$ cat src/rtl/exibe_pkg.sv
// Shared state codes, timing defaults and helpers for the LED sequence display.
package exibe_pkg;

  localparam int unsigned T_ACESO_DEF   = 4;
  localparam int unsigned T_APAGADO_DEF = 2;
  localparam int unsigned TIMER_W       = 16;

  typedef enum logic [3:0] {
    ST_INICIAL    = 4'h0,
    ST_PREPARACAO = 4'h1,
    ST_CARREGA    = 4'h2,
    ST_ACENDE     = 4'h3,
    ST_APAGA      = 4'h4,
    ST_PROXIMO    = 4'h5,
    ST_FINAL      = 4'hF
  } estado_t;

  // Code reported on db_estado when the state register holds an undefined value.
  localparam logic [3:0] DB_INVALIDO = 4'h3;

  function automatic logic estado_legal(input logic [3:0] codigo);
    case (codigo)
      4'h0, 4'h1, 4'h2, 4'h3, 4'h4, 4'h5, 4'hF: estado_legal = 1'b1;
      default:                                  estado_legal = 1'b0;
    endcase
  endfunction

endpackage

$ cat src/rtl/exibe_sequencia_if.sv
// Bus between the sequence display and its player-side logic and memory.
interface exibe_sequencia_if;
  // iniciar is a level: it is only looked at while idle (inicial), and a held
  // level restarts the sequence; there is no valid/ready handshake on this bus.
  logic       iniciar;
  logic [3:0] limite;
  logic [3:0] dado_mem;
  logic [3:0] endereco;
  logic [3:0] leds;
  logic       ativo;
  logic       pronto;
  logic [3:0] db_estado;

  modport master (
    output iniciar, limite, dado_mem,
    input  endereco, leds, ativo, pronto, db_estado
  );

  modport slave (
    input  iniciar, limite, dado_mem,
    output endereco, leds, ativo, pronto, db_estado
  );
endinterface

$ cat src/rtl/contador_timer.sv
// Free-running up counter with synchronous clear (zera wins over conta).
module contador_timer #(
  parameter int unsigned W = 16
) (
  input  logic         clock,
  input  logic         reset,
  input  logic         zera,
  input  logic         conta,
  output logic [W-1:0] valor
);

  logic [W-1:0] valor_q;

  always_ff @(posedge clock or posedge reset) begin
    if (reset) begin
      valor_q <= '0;
    end else if (zera) begin
      valor_q <= '0;
    end else if (conta) begin
      valor_q <= valor_q + 1'b1;
    end
  end

  assign valor = valor_q;

endmodule

$ cat src/rtl/exibe_sequencia.sv
// Shows memory entries 0..limite on the LEDs, each lit T_ACESO cycles then dark T_APAGADO.
// Optional macro EXIBE_PAUSA_EN adds a pausa input that freezes the lit/dark phases.
module exibe_sequencia
  import exibe_pkg::*;
#(
  parameter int unsigned T_ACESO   = T_ACESO_DEF,
  parameter int unsigned T_APAGADO = T_APAGADO_DEF
) (
  input  logic               clock,
  input  logic               reset,
`ifdef EXIBE_PAUSA_EN
  input  logic               pausa,
`endif
  exibe_sequencia_if.slave   bus
);

  localparam logic [TIMER_W-1:0] FIM_ACESO   = TIMER_W'(T_ACESO - 1);
  localparam logic [TIMER_W-1:0] FIM_APAGADO = TIMER_W'(T_APAGADO - 1);

  estado_t            estado_q, estado_d;
  logic [3:0]         end_q, end_d;
  logic [3:0]         led_q, led_d;
  logic               zera, conta, pausado;
  logic [TIMER_W-1:0] timer;

`ifdef EXIBE_PAUSA_EN
  assign pausado = pausa;
`else
  assign pausado = 1'b0;
`endif

  contador_timer #(.W(TIMER_W)) u_timer (
    .clock (clock),
    .reset (reset),
    .zera  (zera),
    .conta (conta),
    .valor (timer)
  );

  always_comb begin
    estado_d = estado_q;
    end_d    = end_q;
    led_d    = led_q;
    zera     = 1'b0;
    conta    = 1'b0;
    case (estado_q)
      ST_INICIAL: begin
        if (bus.iniciar) estado_d = ST_PREPARACAO;
      end
      ST_PREPARACAO: begin
        end_d    = '0;
        zera     = 1'b1;
        estado_d = ST_CARREGA;
      end
      ST_CARREGA: begin
        led_d    = bus.dado_mem;
        zera     = 1'b1;
        estado_d = ST_ACENDE;
      end
      ST_ACENDE: begin
        if (!pausado) begin
          if (timer == FIM_ACESO) begin
            zera     = 1'b1;
            estado_d = ST_APAGA;
          end else begin
            conta = 1'b1;
          end
        end
      end
      ST_APAGA: begin
        if (!pausado) begin
          conta = 1'b1;
          if (timer == FIM_APAGADO) estado_d = ST_PROXIMO;
        end
      end
      ST_PROXIMO: begin
        // limite is compared only here, so a mid-sequence change lands at the next entry boundary.
        if (end_q == bus.limite) begin
          estado_d = ST_FINAL;
        end else begin
          end_d    = end_q + 4'd1;
          estado_d = ST_CARREGA;
        end
      end
      ST_FINAL: begin
        estado_d = ST_INICIAL;
      end
      default: begin
        estado_d = ST_INICIAL;
      end
    endcase
  end

  always_ff @(posedge clock or posedge reset) begin
    if (reset) begin
      estado_q <= ST_INICIAL;
      end_q    <= '0;
      led_q    <= '0;
    end else begin
      estado_q <= estado_d;
      end_q    <= end_d;
      led_q    <= led_d;
    end
  end

  // Outputs are pure decodes of registers, so they change only on clock or reset.
  assign bus.endereco  = end_q;
  assign bus.leds      = (estado_q == ST_ACENDE) ? led_q : 4'd0;
  assign bus.ativo     = (estado_q != ST_INICIAL);
  assign bus.pronto    = (estado_q == ST_FINAL);
  assign bus.db_estado = estado_legal(estado_q) ? estado_q : DB_INVALIDO;

endmodule

$ cat src/flat_wrapper.sv
// flat-port wrapper written by rule: the top's interface ports become plain ports
module exibe_sequencia_flat import exibe_pkg::*;
#(
  parameter int unsigned T_ACESO   = T_ACESO_DEF,
  parameter int unsigned T_APAGADO = T_APAGADO_DEF
)
  (clock, reset, bus_iniciar, bus_limite, bus_dado_mem, bus_endereco, bus_leds, bus_ativo, bus_pronto, bus_db_estado);
  exibe_sequencia_if bus_i ();
  input  logic clock;
  input  logic reset;
  input wire logic [$bits(bus_i.iniciar)-1:0] bus_iniciar;
  input wire logic [$bits(bus_i.limite)-1:0] bus_limite;
  input wire logic [$bits(bus_i.dado_mem)-1:0] bus_dado_mem;
  output wire logic [$bits(bus_i.endereco)-1:0] bus_endereco;
  output wire logic [$bits(bus_i.leds)-1:0] bus_leds;
  output wire logic [$bits(bus_i.ativo)-1:0] bus_ativo;
  output wire logic [$bits(bus_i.pronto)-1:0] bus_pronto;
  output wire logic [$bits(bus_i.db_estado)-1:0] bus_db_estado;
  assign bus_i.iniciar = bus_iniciar;
  assign bus_i.limite = bus_limite;
  assign bus_i.dado_mem = bus_dado_mem;
  assign bus_endereco = bus_i.endereco;
  assign bus_leds = bus_i.leds;
  assign bus_ativo = bus_i.ativo;
  assign bus_pronto = bus_i.pronto;
  assign bus_db_estado = bus_i.db_estado;
  exibe_sequencia #(.T_ACESO(T_ACESO), .T_APAGADO(T_APAGADO)) u_core (.clock(clock), .reset(reset), .bus(bus_i));
endmodule
$ cat config.mk
export PLATFORM = sky130hd
export DESIGN_NAME = exibe_sequencia_flat
export DESIGN_NICKNAME = d
export VERILOG_FILES = /design/src/rtl/exibe_pkg.sv /design/src/rtl/exibe_sequencia_if.sv /design/src/rtl/contador_timer.sv /design/src/rtl/exibe_sequencia.sv /design/src/flat_wrapper.sv
export SDC_FILE = /design/constraint.sdc
export NUM_CORES = 1
export LEC_CHECK = 0
export CAP_MARGIN = 10
export CORE_MARGIN = 4
export CORE_UTILIZATION = 53
export DETAILED_ROUTE_END_ITERATION = 16
export PLACE_DENSITY_LB_ADDON = 0.05
export RECOVER_POWER = 25
export SETUP_SLACK_MARGIN = 0.02
export SLEW_MARGIN = 10
export SYNTH_ARGS = -nofsm -noshare
export SYNTH_HDL_FRONTEND = slang
export SYNTH_SLANG_ARGS = --single-unit
export TNS_END_PERCENT = 50
$ cat constraint.sdc
create_clock -name clock -period 2.2 [get_ports clock]
set_clock_uncertainty 0.05 [all_clocks]
set_input_delay 0.44 -clock clock [delete_from_list [all_inputs] [get_ports clock]]
set_output_delay 0.44 -clock clock [all_outputs]
set_load 0.05 [all_outputs]
==> parameters.txt <==
Parameter                              Value

Power
  Worst IR drop on VDD    between 0.0009 and 0.001 V
  P_leak    around 0.00094 uW
  Power density over cell area    1130 nW/um^2
  Power, Total    about 2300 uW

Global routing
  Via count of the first global-routing pass    1356
  Wire length of the first global-routing pass    between 6 and 7 mm
  Global routing usage summed across all routing layers    0.1984
  Largest net degree at the start of global routing    29
  Number of antenna violations at the first check in global routing    0
  Total overflow reported by the global router    0

Die
  Die area    between 3000 and 4000 sq um
  Die extent in x    roughly 63 microns
  Height of the die    about 63 microns
  Num rows    19
  IO Pins    25
  Starting Density    0.5657
  Core Region    around 2800 sq um

Critical path
  Flop-to-flop setup slack    around 180 ps
  CP Capture Type    primary output
  End of the worst register-to-register path    u_core.u_timer.valor[9]
  Classification of the worst setup path    reg2out
  Max Fanout on Critical Path    8
  CP Data Arrival Time    ~1700 ps
  Beginning of the worst register-to-register path    u_core.u_timer.valor[1]
  Critical path startpoint category    register
  Cell depth of the worst flop-to-flop path    6
  WP data required    approximately 1700 ps

Timing
  Summed negative setup slack over all endpoints    0 ps
  Post-layout minimum cycle time    between 2000 and 2500 ps
  Setup Viol. Count Final    0
  Fin. Hold Viols    0
  Setup repair after global routing missed its margin    true
  Upper clock frequency limit    around 0.47 GHz
  Count of final max-slew check failures    0
  Final Cycle Share    0.9750
  Crit path setup slack, layout    around 55 ps
  Relative slew margins    0.5301
  Pin slew with the least headroom to its limit    704.8 ps

Clock tree
  Total of hold buffers inserted after clock tree synthesis    0
  Clk buf depth    2
  # H-tree levels    1
  Number of setup buffers added after CTS    0
  Clock transition at path regs    150 ps
  Clock root buffer    clkbuf_4
  Clk_lat worst skew    350 ps
  CTS Buf Count    3
  TritonCTS clock tree    yes
  Clk sinks    28

Worst hold path
  Hold Crit Class    reg2reg
  Worst hold path depth    1
  End of the worst hold path    u_core.led_q[0]
  Worst Min Path Start    u_core.led_q[0]

Run status
  Status    completed

Synthesis
  Area leader, netlist    dfrtp_1
  Proportion of synthesized flip-flops having asynchronous set or reset    1.000
  Count of synthesis-stage warnings from yosys    0
  Mapped Area    1600 sq um
  Net count of the mapped netlist    roughly 180
  Syn Area/Cell    ~9.4 sq um
  Main synth FF type    dfrtp_1
  Share of synthesized area occupied by flip-flops and latches    0.4378
  Number of flops mapped to enable cells by yosys    0
  Share of Yosys cell area claimed by the top area cell type    0.4378
  Most area-consuming cells after synthesis    dfrtp_1, nor2_1, xnor2_1
  Post-synthesis cell count    between 150 and 200
  Seq cells post-synth    28
  Count of cell types in the netlist    40

Place
  HPWL after DPL    approximately 2.5 mm
  Last weighted congestion value of the routability-driven placer    between 0.8 and 0.9
  Number of port buffers    24
  Cell Area, Placed    1949 sq um
  Setup slack after placement    around 160 ps

Drt
  First-pass iteration count of the detailed router    4
  Number of vias after detailed routing    around 1400
  Drt wl/cell    15.75 microns
  Post-route DRC    0
  First DRT Iteration DRCs    40
  Antenna violation net count after detailed routing    0
  Overall routed net length    around 3.6 mm
  Vias/cell    between 6 and 7

Layout
  Most common library cell in the layout ignoring fill and taps    dfrtp_1
  Area growth, synth to finish    25.10%
  Commonest cells after routing, fill and taps aside    dfrtp_1, nor2_1, nand2_1, o21ai_0, clkdlybuf4s50_1
  Post-Layout Inst Area    ~2000 sq um
  ANT cells    0
  Number of nets in the finished design    approximately 210
  Fraction of the core area covered by cells at the end of the flow    0.7077
  Share of post-route cells with drive strength above 1    0.1735

Flow run
  Number of max-cap violations    0
[where the power goes]
| part | internal (uW) | total (uW) | switching (uW) |
|---|---|---|---|
| Combinational | 508 | 1280 | 777 |
| Clock | 64.8 | 221 | 156 |
| Sequential | 623 | 758 | 135 |
[worst max-delay path: stages, from the launching register on]
cell and delay [ps]:
dfrtp_2 520, nor2_4 170, inv_1 100, or3_1 320
buf_4 200
[metal layers]
metal / vias to the layer above / part of all wire / GRT usage
met5: - / 0 / 0
met4: 0 / 0.020 / 0.07989
met3: 10 / 0.058 / 0.03957
met2: 44 / 0.48 / 0.3162
met1: 659 / 0.44 / 0.2626
li1: 661 / - / -
[how the worst max path moves through the flow]
stage	start	endpoint	slack, ps	cells past startpoint
floorplan	u_core.estado_q[3]	bus_ativo	150	4
global placement	bus_limite[0]	u_core.bus.endereco[3]	220	6
detailed placement	u_core.u_timer.valor[9]	u_core.u_timer.valor[2]	160	5
CTS	u_core.bus.endereco[0]	bus_endereco[0]	30	1
global route	u_core.estado_q[1]	bus_ativo	-40	4
finish	u_core.estado_q[3]	bus_ativo	50	4
[kinds of logic (layout without fill, tap and decap cells)]
kind of cell	count (synthesis)	in the layout	share of synthesized area
AOI/OAI and AO/OA	30	30	0.1235
xor gates and xnor gates	12	12	0.06568
adders and majority gates	3	3	0.02346
buffers and inverters	14	40	0.04222
DFF	28	28	0.4378
muxes	8	8	0.05317
and+or+nand+nor	75	75	0.2541
[through the flow]
step / hold WS, ps / instances
floorplan: 418.9 / 170
global placement: 432.9 / 224
detailed placement: 446.4 / 224
CTS: 421.7 / 227
global route: 501.2 / 227
finish: 470.5 / 227
[timing repair]
action	4_1_cts	5_1_grt
resized for setup	5	7
pin swaps	0	1
endpoints found under the setup margin	5	17
[flip-flops by register name, summed over array words and instances (netlist names)]
register              count
u_core.led_q              4
u_core.u_timer.valor     16
u_core.bus.endereco       4
u_core.estado_q           4
[cell usage after synthesis, drive strengths merged (2+ instances only)]
cell type and number:
mux2 4, and4 2, buf 5, clkbuf 2, nor4 4, nand2b 2, o21ai 10, nand2 16
dfrtp 28, nor2 19, xnor2 7, and3 5, nand4 4, xor2 5, mux2i 4, ha 3
o31ai 3, inv 7, a31oi 2, or4 2, a21oi 6, o211ai 3, nand3 9, and2 4
or3 2
[final cells by class]
cell class / count / area (sq um)
clock buffers: 3 / 22.52
fillers: 239 / 827.0
inverters: 7 / 26.28
multi-input cells: 128 / 857.1
flip-flops and latches: 28 / 704.4
well taps: 31 / 38.79
repair buffers: 30 / 352.8
Note: power is estimated with default switching activity, not from simulation.
